$ cat src/rtl/rv_pipe_ctrl.sv
// rv_pipe_ctrl: pipeline hazard controller for the uRV core.
// Merges per-stage stall requests, the taken-branch kill shadow and a
// load-use interlock into per-stage stall/kill vectors plus a bubble strobe,
// and keeps four saturating hazard event counters for profiling.
module rv_pipe_ctrl #(
    parameter int g_num_stages     = 4,
    parameter int g_x_stage        = 2,
    parameter int g_load_use_stall = 1,
    parameter int g_w_stall_en     = 0,
    parameter int g_cnt_width      = 32
) (
    input  logic                    clk_i,
    input  logic                    rst_n_i,
    input  logic [g_num_stages-1:0] stall_req_i,
    input  logic                    branch_take_i,
    input  logic                    load_hazard_i,
    output logic [g_num_stages-1:0] stall_o,
    output logic [g_num_stages-1:0] kill_o,
    output logic                    bubble_o,
    input  logic [1:0]              cnt_sel_i,
    input  logic                    cnt_clear_i,
    output logic [g_cnt_width-1:0]  cnt_o
);

    localparam int N  = g_num_stages;
    localparam int X  = g_x_stage;
    localparam int L  = g_load_use_stall;
    localparam int CW = (L > 1) ? $clog2(L) : 1;

    typedef enum logic [1:0] {ST_IDLE, ST_ACTIVE, ST_GUARD} ilk_state_t;

    ilk_state_t             ilk_state;
    logic [CW-1:0]          ilk_cnt;
    logic [X-1:0]           bra_d;
    logic [N-1:0]           base_stall;
    logic [N-1:0]           stall_raw;
    logic [N-1:0]           kill_raw;
    logic                   stall_x;
    logic                   start;
    logic                   ilk_active;
    logic [3:0]             ev;
    logic [g_cnt_width-1:0] ev_cnt [4];

    function automatic logic [g_cnt_width-1:0] sat_inc(input logic [g_cnt_width-1:0] v,
                                                       input logic inc);
        return (inc && (v != '1)) ? v + g_cnt_width'(1) : v;
    endfunction

    // Combinational hazard resolution; every output is forced low while in reset.
    always_comb begin
        for (int k = 0; k < N; k++) begin
            base_stall[k] = |(stall_req_i >> k);
        end
        stall_x = base_stall[X];

        for (int k = 0; k < N; k++) begin
            kill_raw[k] = 1'b0;
            if (k <= X) begin
                kill_raw[k] = branch_take_i;
                for (int j = 0; j < X; j++) begin
                    if (j < k) kill_raw[k] = kill_raw[k] | bra_d[j];
                end
            end
        end

        // A branch wins over a new hazard and aborts an interlock in progress.
        start = rst_n_i && load_hazard_i && (ilk_state == ST_IDLE) && !kill_raw[X-1]
                && !stall_x && !branch_take_i && (L > 0);
        ilk_active = start || ((ilk_state == ST_ACTIVE) && !branch_take_i);

        for (int k = 0; k < N; k++) begin
            stall_raw[k] = base_stall[k] | (ilk_active && (k < X));
        end
        if (g_w_stall_en == 0) stall_raw[N-1] = 1'b0;

        stall_o  = rst_n_i ? stall_raw : '0;
        kill_o   = rst_n_i ? kill_raw : '0;
        bubble_o = rst_n_i && ilk_active && !stall_x;

        ev[0] = stall_o[0];
        ev[1] = kill_o[0];
        ev[2] = rst_n_i && branch_take_i && !stall_x;
        ev[3] = start;
    end

    // Branch shadow shift register; frozen while the resolving stage is held.
    always_ff @(posedge clk_i or negedge rst_n_i) begin
        if (!rst_n_i) begin
            bra_d <= '0;
        end else if (!stall_x) begin
            bra_d[0] <= branch_take_i;
            for (int i = 1; i < X; i++) bra_d[i] <= bra_d[i-1];
        end
    end

    // Load-use interlock: bubbles counted down on unstalled cycles, then a guard cycle.
    always_ff @(posedge clk_i or negedge rst_n_i) begin
        if (!rst_n_i) begin
            ilk_state <= ST_IDLE;
            ilk_cnt   <= '0;
        end else begin
            case (ilk_state)
                ST_IDLE: begin
                    if (start) begin
                        if (L == 1) begin
                            ilk_state <= ST_GUARD;
                        end else begin
                            ilk_state <= ST_ACTIVE;
                            ilk_cnt   <= CW'(L - 1);
                        end
                    end
                end
                ST_ACTIVE: begin
                    if (branch_take_i) begin
                        ilk_state <= ST_IDLE;
                    end else if (!stall_x) begin
                        if (ilk_cnt == CW'(1)) ilk_state <= ST_GUARD;
                        else                   ilk_cnt   <= ilk_cnt - CW'(1);
                    end
                end
                ST_GUARD: ilk_state <= ST_IDLE;
                default:  ilk_state <= ST_IDLE;
            endcase
        end
    end

    // Saturating event counters with clear priority, plus the registered readout.
    always_ff @(posedge clk_i or negedge rst_n_i) begin
        if (!rst_n_i) begin
            for (int c = 0; c < 4; c++) ev_cnt[c] <= '0;
            cnt_o <= '0;
        end else begin
            for (int c = 0; c < 4; c++) begin
                ev_cnt[c] <= cnt_clear_i ? '0 : sat_inc(ev_cnt[c], ev[c]);
            end
            cnt_o <= ev_cnt[cnt_sel_i];
        end
    end

endmodule

$ cat config.mk
export PLATFORM = sky130hd
export DESIGN_NAME = rv_pipe_ctrl
export DESIGN_NICKNAME = d
export VERILOG_FILES = /design/src/rtl/rv_pipe_ctrl.sv
export SDC_FILE = /design/constraint.sdc
export NUM_CORES = 1
export LEC_CHECK = 0
export CAP_MARGIN = 20
export CELL_PAD_IN_SITES_DETAIL_PLACEMENT = 1
export CELL_PAD_IN_SITES_GLOBAL_PLACEMENT = 1
export CORE_MARGIN = 2
export CORE_UTILIZATION = 44
export CTS_BUF_LIST = sky130_fd_sc_hd__clkbuf_8
export CTS_CLUSTER_SIZE = 12
export DETAILED_ROUTE_END_ITERATION = 10
export GPL_ROUTABILITY_DRIVEN = 0
export PLACE_DENSITY = 0.88
export SLEW_MARGIN = 40
export SYNTH_ARGS = -nofsm -noshare
export SYNTH_HDL_FRONTEND = slang
export SYNTH_SLANG_ARGS = --single-unit
$ cat constraint.sdc
create_clock -name clk_i -period 2.5 [get_ports clk_i]
set_input_delay 0.75 -clock clk_i [delete_from_list [all_inputs] [get_ports clk_i]]
set_output_delay 0.75 -clock clk_i [all_outputs]
set_load 0.02 [all_outputs]
==> reports/metrics.yaml, run 1 <==
detailed_routing:
  vias: 8542
  initialDrtViolationCount: 792
  routed_wl_mm: 31.1
  avgRoutedWirePerCell_um: 23.7
  vias_per_cell: 6.52
  ant_nets: 0
  drc: 0
  dr.pass1.iters: 5
clock_tree:
  holdBufCountCts: 0
  h-tree-depth: 4
  root_buffer: "clkbuf_8"
  insertion_delay_ns: 0.49
  cts_buffers: 17
  cts_sinks: 163
  cts_tree: "done"
  clk_pin_slew_ns: 0.10
  clockBufferDepth: 2
critical_path:
  crit_path_end_kind: "output pin"
  crit_buf_inv: 3
  critPathKind: "input pin to output pin"
  cp-start-kind: "input pin"
  path_delay_family: "compound AO/OA/AOI/OAI gates"
  crit_slowest_cell: "o41ai_4"
  cp.arrival_ns: 1.87
  cp_max_fo: 2
  cpMostUsedCell: "buf_6"
  slowest_delay_ns: 0.52
  required_ns: 1.75
  path_cells: "buf_6, or2_4, o41ai_4, inv_2, buf_6"
place:
  dpl_worst_slack_ns: -0.968
  place_hpwl_mm: 22.7
  dp.cells: 1273
  portBuffers: 49
  placed_area_mm2: 0.0104
worst_hold_path:
  min_path_type: "input pin to asynchronous set/reset pin"
timing:
  setup-tns-final_ns: -0.116
  rsz0062_at_grt: "true"
  max-slew-margin-rel: 0.403
  tightestPinTransition_ns: 0.882
  finalSetupViolCount: 1
  fin_crit_ns: 2.62
  finalCritPeriodShare: 1.05
  fmax_mhz: 382
  hold_ws_ns: 0.189
  finalHoldViolCount: 0
  worst_slack_ns: -0.116
  drv_slew: 0
  skew_ns: 0.0181
final_layout:
  diodes: 0
  final_common_cell: "dfrtp_1"
  drive_above_1_share: 0.222
  layout.nets: 1043
  stdcell_area_mm2: 0.0109
  final_util: 0.541
  fin_cells: 1311
  syn_to_final_growth_pct: 21.0
  layout_common_cells: "dfrtp_1, buf_4, a21oi_1, nand2_1, nor2_1"
  nFillCells: 2260
run:
  maxCapViolCount: 0
floorplanning:
  core_mm2: 0.0202
  io_pins: 52
  rows: 52
  die_y_um: 147
  die_x_um: 147
  die_area_mm2: 0.0217
  start_util: 0.447
logic_synthesis:
  yosysWarnings: 0
  yosys-top-cells-area: "dfrtp_1, mux4_2, a21oi_1"
  async_flop_share: 1.00
  synth_edf_count: 0
  synthFlopType: "dfrtp_1"
  ys_seq_elements: 163
  syn_area_per_cell_um2: 9.95
  yosysUniqueCellTypes: 60
  synth_area_leader_cell: "dfrtp_1"
  yosysSeqAreaShare: 0.452
  synthesis.area_mm2: 0.00902
  yosysTopAreaCellShare: 0.452
  netlist_instances: 907
power_and_ir_drop:
  swShare: 0.259
  p_sw_mw: 1.28
  comb_power_share: 0.066
  internal_power_mw: 3.67
  cellLeakagePower_nw: 4.32
  total_power_mw: 4.95
  seq_power_share: 0.539
  power_density_mw_per_mm2: 453
  clkPwrFrac: 0.395
  vdd_drop_max_uv: 313
grt:
  grt.overflow.total: 0
  grt_usage: 0.293
  antenna_found_initial: 0
  grt_pass1_wl_mm: 49.3
  grt_max_degree: 74
  grt_pass1_vias: 8859
outcome:
  violations: "negative setup slack"
  status: "finished with violations"
-- path summary, 6_finish.rpt --
| kind | slack, ns | cells past startpoint | to | from |
|---|---|---|---|---|
| worst max-delay path | -0.12 | 5 | stall_o[0] | stall_req_i[3] |
| worst min-delay path | 0.19 | 2 | bra_d[0]$_DFFE_PN0N_ | rst_n_i |
| worst max register to register | 0.01 | 5 | ev_cnt[4]$_DFFE_PN0P_ | ev_cnt[8]$_DFFE_PN0P_ |
| worst min register to register | 0.55 | 1 | bra_d[1]$_DFFE_PN0N_ | bra_d[1]$_DFFE_PN0N_ |
| max in group asynchronous | 0.85 | 4 | cnt_o[14]$_DFF_PN0_ | rst_n_i |
| min in group clk_i | 0.55 | 1 | bra_d[1]$_DFFE_PN0N_ | bra_d[1]$_DFFE_PN0N_ |
-- flip-flops by register name (all words and copies together), names as in the netlist --
name / flops
bra_d: 2
ilk_state: 1
cnt_o: 32
ev_cnt: 128
-- kinds of logic after synthesis --
group / Yosys count / share of synthesized area
adder cells (fa/ha/maj): 4 / 0.00555
other: 1 / 0.000416
multiplexers: 51 / 0.103
XOR/XNOR: 18 / 0.0175
flip-flops: 163 / 0.452
AND/OR/NAND/NOR: 391 / 0.251
buffers and inverters: 71 / 0.0334
AO/OA/AOI/OAI: 208 / 0.136
-- area by class of cell --
class | instances | area [µm²] | share of cell area
multi-input cells | 674 | 4740 | 0.434
flip-flops and latches | 163 | 4080 | 0.374
clock buffers | 21 | 289 | 0.0265
well taps | 270 | 338 | 0.0310
inverters | 18 | 67.6 | 0.00619
repair buffers | 154 | 1300 | 0.119
clock inverters | 11 | 103 | 0.00940
-- synthesized netlist by cell type, types with 3 or more instances --
cell,instances
nand2b_1,4
o21ai_0,51
nand3_1,41
ha_1,4
nor4_1,17
o31ai_1,32
and3_1,22
dfrtp_1,163
nand4_1,42
nand3_2,3
or2_2,7
xor2_1,3
nand2_1,54
and2_1,9
inv_1,17
xnor2_1,15
or4_1,35
and4_1,17
nor2_1,54
clkbuf_1,42
nor2b_1,11
mux4_2,31
mux2_2,13
a31o_2,3
buf_1,3
mux2i_1,5
nor3_1,10
o31a_1,4
or3_1,52
a21oi_1,91
a211oi_1,11
a2111oi_0,3
-- power groups by stage --
| stage | Combinational (mW) | Clock [mW] | Sequential, mW |
|---|---|---|---|
| floorplan | 0.148 | 0 | 2.72 |
| global placement | 0.310 | 0 | 2.72 |
| detailed placement | 0.322 | 0 | 2.72 |
| CTS | 0.323 | 1.98 | 2.67 |
| global route | 0.352 | 2.07 | 2.67 |
| finish | 0.327 | 1.95 | 2.67 |
-- per-layer routing --
| layer | GRT usage | routed length, µm |
|---|---|---|
| met4 | 0.151 | 1420 |
| met3 | 0.0581 | 2010 |
| met5 | 0 | 0 |
| met2 | 0.480 | 15400 |
| met1 | 0.371 | 12200 |
-- worst reg2reg max path: cells and delay by family, from the launching register on --
family,cells,cell delay (ns)
compound gates,3,1.30
flops,1,0.49
simple gates,2,0.64
-- timing repair --
action,CTS,global route
resized for setup,43,12
hold endpoints to repair,0,0
pin swaps,3,2
setup endpoints to repair,66,11
setup buffers,3,4
Power figures use the tool's default switching activity.
==> inputs of run 2 (changes only) <==
Settings changed: ABC_AREA set to 1, CORE_MARGIN 2 to 8, CORE_UTILIZATION 44 to 41, PLACE_DENSITY 0.88 to 0.89.
==> reports/metrics.yaml, run 2 <==
outcome:
  status: "completed"  # was finished with violations
detailed_routing:
  met2RoutedLength_mm: 19.0  # was 15.4 mm
  ant_nets: 0  # unchanged
  avgRoutedWirePerCell_um: 19.3  # was 23.7 µm
  vias: 11300  # was 8542
  routed_wl_mm: 39.5  # was 31.1 mm
  initialDrtViolationCount: 966  # was 792
  drc: 0  # unchanged
  met1_length_mm: 16.7  # was 12.2 mm
  vias_per_cell: 5.52  # was 6.52
  wl_met3_mm: 2.34  # was 2.01 mm
  dr.pass1.iters: 5  # unchanged
  maxUsedRoutingLayer: "met4"  # unchanged
timing:
  finalSetupViolCount: 0  # was 1
  finalCritPeriodShare: 0.967  # was 1.05
  setup-tns-final_ns: 0  # was -0.116 ns
  fmax_mhz: 414  # was 382 MHz
  drv_slew: 0  # unchanged
  worst_slack_ns: 0.0837  # was -0.116 ns
  fin_crit_ns: 2.42  # was 2.62 ns
  tightestPinTransition_ns: 0.692  # was 0.882 ns
  skew_ns: 0.0212  # was 0.0181 ns
  rsz0062_at_grt: "false"  # was true
  max-slew-margin-rel: 0.539  # was 0.403
  finalHoldViolCount: 0  # unchanged
  hold_ws_ns: 0.197  # was 0.189 ns
logic_synthesis:
  synthTopCellsByCount: "nand2_1, nor2_1, dfrtp_1"  # was dfrtp_1, a21oi_1, nand2_1, nor2_1, or3_1
  yosysTopAreaCellShare: 0.383  # was 0.452
  async_flop_share: 1.00  # unchanged
  synthesis.area_mm2: 0.0107  # was 0.00902 mm²
  syn_area_per_cell_um2: 6.49  # was 9.95 µm²
  netlist_instances: 1641  # was 907
  yosysSeqAreaShare: 0.383  # was 0.452
  synth_most_common_cell: "nand2_1"  # was dfrtp_1
  yosysUniqueCellTypes: 32  # was 60
  synth_area_leader_cell: "dfrtp_1"  # unchanged
  synthFlopType: "dfrtp_1"  # unchanged
  synth_edf_count: 0  # unchanged
  ys_seq_elements: 163  # unchanged
  yosys-top-cells-area: "dfrtp_1, nand2_1, nor2_1"  # was dfrtp_1, mux4_2, a21oi_1
  yosysWarnings: 0  # unchanged
clock_tree:
  cts_tree: "done"  # unchanged
  clockBufferDepth: 2  # unchanged
  holdBufCountCts: 0  # unchanged
  root_buffer: "clkbuf_8"  # unchanged
  clk_pin_slew_ns: 0.10  # about the same
  h-tree-depth: 4  # unchanged
  cts_buffers: 17  # unchanged
  cts_sinks: 163  # unchanged
  insertion_delay_ns: 0.49  # about the same
critical_path:
  reg2reg_depth: 11  # was 5
  cp-start-kind: "input pin"  # unchanged
  crit_buf_inv: 3  # unchanged
  cp_max_fo: 4  # was 2
  crit_slowest_cell: "clkdlybuf4s15_2"  # was o41ai_4
  path_cells: "clkdlybuf4s15_1, nor2_4, nand2_4, nor2_8, buf_4, clkdlybuf4s15_2"  # was buf_6, or2_4, o41ai_4, inv_2, buf_6
  r2r_slack_ns: 0.18  # was 0.01 ns
  r2r_start: "ev_cnt[97]$_DFFE_PN0P_"  # was ev_cnt[8]$_DFFE_PN0P_
  r2r-end: "ev_cnt[124]$_DFFE_PN0P_"  # was ev_cnt[4]$_DFFE_PN0P_
  critPathKind: "input pin to output pin"  # unchanged
  worstSetupPathDepth: 6  # was 5
  slowest_delay_ns: 0.24  # was 0.52 ns
  crit_path_end_kind: "output pin"  # unchanged
  cp.arrival_ns: 1.67  # was 1.87 ns
  required_ns: 1.75  # about the same
  path_delay_family: "buffers and inverters"  # was compound AO/OA/AOI/OAI gates
grt:
  antenna_found_initial: 0  # unchanged
  grt_pass1_wl_mm: 63.5  # was 49.3 mm
  grt_max_degree: 69  # was 74
  grt_usage: 0.257  # was 0.293
  grt.overflow.total: 0  # unchanged
  grt_pass1_vias: 11800  # was 8859
final_layout:
  stdcell_area_mm2: 0.0122  # was 0.0109 mm²
  largest_reg_flops: 128  # unchanged
  nFillCells: 3430  # was 2260
  regArea_mm2: 0.00408  # about the same
  layout_common_cells: "nand2_1, nor2_1, dfrtp_1, inv_1, nand3_1"  # was dfrtp_1, buf_4, a21oi_1, nand2_1, nor2_1
  reg.largest.list: "ev_cnt: 128 flops, cnt_o: 32 flops, bra_d: 2 flops"  # unchanged
  diodes: 0  # unchanged
  syn_to_final_growth_pct: 14.5  # was 21.0%
  multiInputGateArea_mm2: 0.00589  # was 0.00474 mm²
  layout.nets: 1711  # was 1043
  final_common_cell: "nand2_1"  # was dfrtp_1
  regMostFlops: "ev_cnt"  # unchanged
  drive_above_1_share: 0.0755  # was 0.222
power_and_ir_drop:
  internal_power_mw: 4.18  # was 3.67 mW
  comb_power_share: 0.107  # was 0.066
  p_sw_mw: 1.58  # was 1.28 mW
  clkPwrFrac: 0.423  # was 0.395
  vdd_drop_max_uv: 279  # was 313 µV
  power_density_mw_per_mm2: 472  # was 453 mW/mm²
  cellLeakagePower_nw: 5.55  # was 4.32 nW
  swShare: 0.274  # was 0.259
  seq_power_share: 0.470  # was 0.539
floorplanning:
  core_mm2: 0.0258  # was 0.0202 mm²
  io_pins: 52  # unchanged
  start_util: 0.414  # was 0.447
  die_y_um: 177  # was 147 µm
  die_x_um: 177  # was 147 µm
  rows: 59  # was 52
  die_area_mm2: 0.0314  # was 0.0217 mm²
place:
  dpl_worst_slack_ns: -0.769  # was -0.968 ns
  placed_area_mm2: 0.0117  # was 0.0104 mm²
  place_hpwl_mm: 29.5  # was 22.7 mm
  portBuffers: 49  # unchanged
worst_hold_path:
  min_path_type: "input pin to asynchronous set/reset pin"  # unchanged
run:
  maxCapViolCount: 0  # unchanged
run 2: cell count changes after synthesis, moves of 30 or more:
cell     change
mux4_2      -31
o31ai_1     -32
a21oi_1     -39
inv_1       +86
nand3_1     +51
nor2_1     +251
or3_1       -52
or4_1       -35
nand2_1    +590
xor2_1      +30
run 2: how the worst max path moves through the flow:
stage | start | to
2_1_floorplan | branch_take_i | stall_o[1]
4_1_cts | branch_take_i | stall_o[0]
5_1_grt | bra_d[0]$_DFFE_PN0N_ | stall_o[0]
6_report | stall_req_i[3] | bubble_o
3_5_place_dp | branch_take_i | stall_o[0]
3_3_place_gp | branch_take_i | stall_o[0]
run 2: per-layer routing:
| layer | GRT usage | vias up |
|---|---|---|
| li1 | - | 5232 |
| met1 | 0.324 | 5589 |
| met2 | 0.427 | 372 |
| met3 | 0.0474 | 96 |
| met4 | 0.106 | 0 |
| met5 | 0 | - |
run 2: cell families after synthesis:
| logic type | after synthesis | share of synthesized area |
|---|---|---|
| other cells | 1 | 0.000352 |
| simple gates | 1121 | 0.434 |
| flops | 163 | 0.383 |
| fa+ha+maj | 4 | 0.00470 |
| buf+inv | 168 | 0.0686 |
| compound gates | 125 | 0.0607 |
| xor+xnor | 59 | 0.0485 |
run 2: cell type report:
cell class | count | share of cell area
multi-input combinational | 1311 | 0.483
clock buffer | 17 | 0.0192
clock inverter | 15 | 0.0206
timing repair buffer | 89 | 0.0732
sequential | 163 | 0.334
tap | 335 | 0.0344
inverter | 114 | 0.0357
run 2: power groups by stage:
stage / clock network [mW] / registers [mW] / logic [mW]
global placement: 0 / 2.76 / 0.594
finish: 2.43 / 2.71 / 0.614
floorplan: 0 / 2.79 / 0.253
detailed placement: 0 / 2.76 / 0.607
global route: 2.53 / 2.71 / 0.659
CTS: 2.44 / 2.71 / 0.613
run 2: through the flow:
stage	utilization	instances	power (mW)
2_1_floorplan	-	1642	3.05
3_3_place_gp	0.452	2008	3.35
4_1_cts	0.473	2043	5.76
6_report	0.473	2044	5.75
5_1_grt	0.473	2044	5.90
3_5_place_dp	0.452	2008	3.36
run 2: what timing repair did:
item | CTS | global route
gates resized for setup | 33 | 7
buffers inserted | 3 | 1
endpoints found under the setup margin | 7 | 3
pin swaps | 7 | 8
run 2: worst register-to-register path: cells and delay by family, from the launching register on:
family,cells,cell delay (ns)
flip-flops,1,0.46
AND/OR/NAND/NOR,8,0.94
adder cells (fa/ha/maj),1,0.30
buffers and inverters,2,0.55
==> inputs of run 3 (changes only) <==
Settings changed: CORE_UTILIZATION 41 to 25, PLACE_DENSITY 0.89 to 0.63.
==> reports/metrics.yaml, run 3 (synthesis results as in run 2) <==
final_layout:
  layout_common_cells: "nand2_1, nor2_1, dfrtp_1, inv_1, nand3_1"  # unchanged
  syn_to_final_growth_pct: 17.0  # was 14.5%
  diodes: 0  # unchanged
  nFillCells: 5312  # was 3430
  reg.largest.list: "ev_cnt: 128 flops, cnt_o: 32 flops, bra_d: 2 flops"  # unchanged
  fin_cells: 2257  # was 2044
  drive_above_1_share: 0.0792  # was 0.0755
  regMostFlops: "ev_cnt"  # unchanged
  layout.nets: 1720  # was 1711
  final_util: 0.296  # was 0.473
  final_common_cell: "nand2_1"  # unchanged
  largest_reg_flops: 128  # unchanged
clock_tree:
  holdBufCountCts: 0  # unchanged
  cts_tree: "done"  # unchanged
  insertion_delay_ns: 0.51  # was 0.49 ns
  clockBufferDepth: 2  # unchanged
  clk_pin_slew_ns: 0.09  # was 0.10 ns
  cts_sinks: 163  # unchanged
  h-tree-depth: 4  # unchanged
  root_buffer: "clkbuf_8"  # unchanged
  cts_buffers: 17  # unchanged
grt:
  grt_max_degree: 71  # was 69
  grt_pass1_wl_mm: 65.7  # was 63.5 mm
  antenna_found_initial: 0  # unchanged
  grt_pass1_vias: 11300  # was 11.8k
  grt.overflow.total: 0  # unchanged
  grt_usage: 0.169  # was 0.257
critical_path:
  cpMostUsedCell: "nor2_4"
  critPathKind: "input pin to output pin"  # unchanged
  r2r-end: "ev_cnt[96]$_DFFE_PN0P_"  # was ev_cnt[124]$_DFFE_PN0P_
  reg2reg_depth: 12  # was 11
  path_cells: "clkdlybuf4s50_1, nor2_2, nand2_1, nor2_4, nor2_4, buf_6"  # was clkdlybuf4s15_1, nor2_4, nand2_4, nor2_8, buf_4, clkdlybuf4s15_2
  cp-start-kind: "input pin"  # unchanged
  crit_path_end_kind: "output pin"  # unchanged
  slowest_delay_ns: 0.48  # was 0.24 ns
  r2r_start: "ev_cnt[96]$_DFFE_PN0P_"  # was ev_cnt[97]$_DFFE_PN0P_
  required_ns: 1.75  # about the same
  cp.arrival_ns: 1.70  # was 1.67 ns
  crit_slowest_cell: "clkdlybuf4s50_1"  # was clkdlybuf4s15_2
  cp_max_fo: 2  # was 4
  r2r_slack_ns: 0.33  # was 0.18 ns
timing:
  finalSetupViolCount: 0  # unchanged
  finalCritPeriodShare: 0.978  # was 0.967
  rsz0062_at_grt: "true"  # was false
  tightestPinTransition_ns: 0.726  # was 0.692 ns
  fmax_mhz: 409  # was 414 MHz
  finalHoldViolCount: 0  # unchanged
  worst_slack_ns: 0.0549  # was 0.0837 ns
  max-slew-margin-rel: 0.516  # was 0.539
  fin_crit_ns: 2.45  # was 2.42 ns
  skew_ns: 0.0201  # was 0.0212 ns
  drv_slew: 0  # unchanged
  setup-tns-final_ns: 0  # unchanged
floorplanning:
  rows: 75  # was 59
  start_util: 0.253  # was 0.414
  die_y_um: 222  # was 177 µm
  core_mm2: 0.0420  # was 0.0258 mm²
  die_x_um: 222  # was 177 µm
  die_area_mm2: 0.0495  # was 0.0314 mm²
  io_pins: 52  # unchanged
power_and_ir_drop:
  cellLeakagePower_nw: 5.56  # was 5.55 nW
  power_density_mw_per_mm2: 440  # was 472 mW/mm²
  vdd_drop_max_uv: 234  # was 279 µV
run:
  maxCapViolCount: 0  # unchanged
worst_hold_path:
  min_path_type: "input pin to asynchronous set/reset pin"  # unchanged
detailed_routing:
  routed_wl_mm: 41.1  # was 39.5 mm
  vias: 10800  # was 11.3k
  dr.pass1.iters: 4  # was 5
  initialDrtViolationCount: 665  # was 966
  ant_nets: 0  # unchanged
  avgRoutedWirePerCell_um: 18.2  # was 19.3 µm
  vias_per_cell: 4.77  # was 5.52
  drc: 0  # unchanged
place:
  place_hpwl_mm: 31.7  # was 29.5 mm
  portBuffers: 49  # unchanged
  dpl_worst_slack_ns: -0.789  # was -0.769 ns
  dp.cells: 2223  # was 2008
outcome:
  status: "completed"  # unchanged
## run 3: cell types whose count changed in the layout (fill, tap and decap cells not counted), sizes merged
cell | previous run | this run
clkinvlp | 0 | 1
dlygate4sd2 | 5 | 6
bufinv | 6 | 2
buf | 45 | 54
inv | 115 | 118
clkdlybuf4s50 | 33 | 34
clkdlybuf4s15 | 3 | 2
dlymetal6s2s | 1 | 0
## run 3: repair_timing
action / in CTS / in global routing
buffers inserted: 2 / 0
setup endpoints to repair: 7 / 3
pin swaps: 9 / 1
endpoints found under the hold margin: 0 / 0
resized for setup: 35 / 2
## run 3: worst max-delay path, delay by kind of cell
family / cells / cell delay [ns]
AND/OR/NAND/NOR: 4 / 0.32
buffers and inverters: 2 / 0.62
## run 3: layer usage
| metal | global-route usage | up-vias | wire [µm] |
|---|---|---|---|
| met5 | 0 | - | 0 |
| met4 | 0.0525 | 0 | 903 |
| met3 | 0.0267 | 42 | 1350 |
| met1 | 0.229 | 5288 | 20100 |
| met2 | 0.272 | 179 | 18700 |
| li1 | - | 5255 | - |
## run 3: report_power, final
part           total (mW)  internal (mW)  switching (mW)
Sequential           2.71           2.68          0.0305
Clock                2.14          0.920            1.22
Combinational       0.640          0.208           0.432
Total                5.49           3.81            1.68
## run 3: how the worst max path moves through the flow
| stage | start | to | slack [ns] | cells after the start |
|---|---|---|---|---|
| floorplan | branch_take_i | stall_o[1] | 0.18 | 5 |
| global placement | branch_take_i | stall_o[0] | -0.79 | 7 |
| detailed placement | branch_take_i | stall_o[0] | -0.79 | 7 |
| CTS | stall_req_i[0] | stall_o[0] | 0.003 | 6 |
| global route | stall_req_i[2] | stall_o[0] | -0.01 | 7 |
| finish | stall_req_i[0] | stall_o[0] | 0.05 | 6 |
## run 3: per-stage QoR
stage | hold slack (ns) | total power [mW] | instance area (µm²)
finish | 0.158 | 5.49 | 12500
global route | 0.142 | 5.71 | 12500
CTS | 0.131 | 5.57 | 12500
detailed placement | 0.525 | 3.41 | 12000
global placement | 0.503 | 3.40 | 12000
floorplan | 0.454 | 3.05 | 10700
## run 3: area by class of cell
cell class              instances  area (µm²)  share of cell area
clock buffers                  17         234              0.0188
clock inverters                15         173              0.0139
inverters                     114         435              0.0349
multi-input cells            1311        5870               0.471
flip-flops and latches        163        4080               0.327
well taps                     539         674              0.0541
repair buffers                 98         995              0.0798
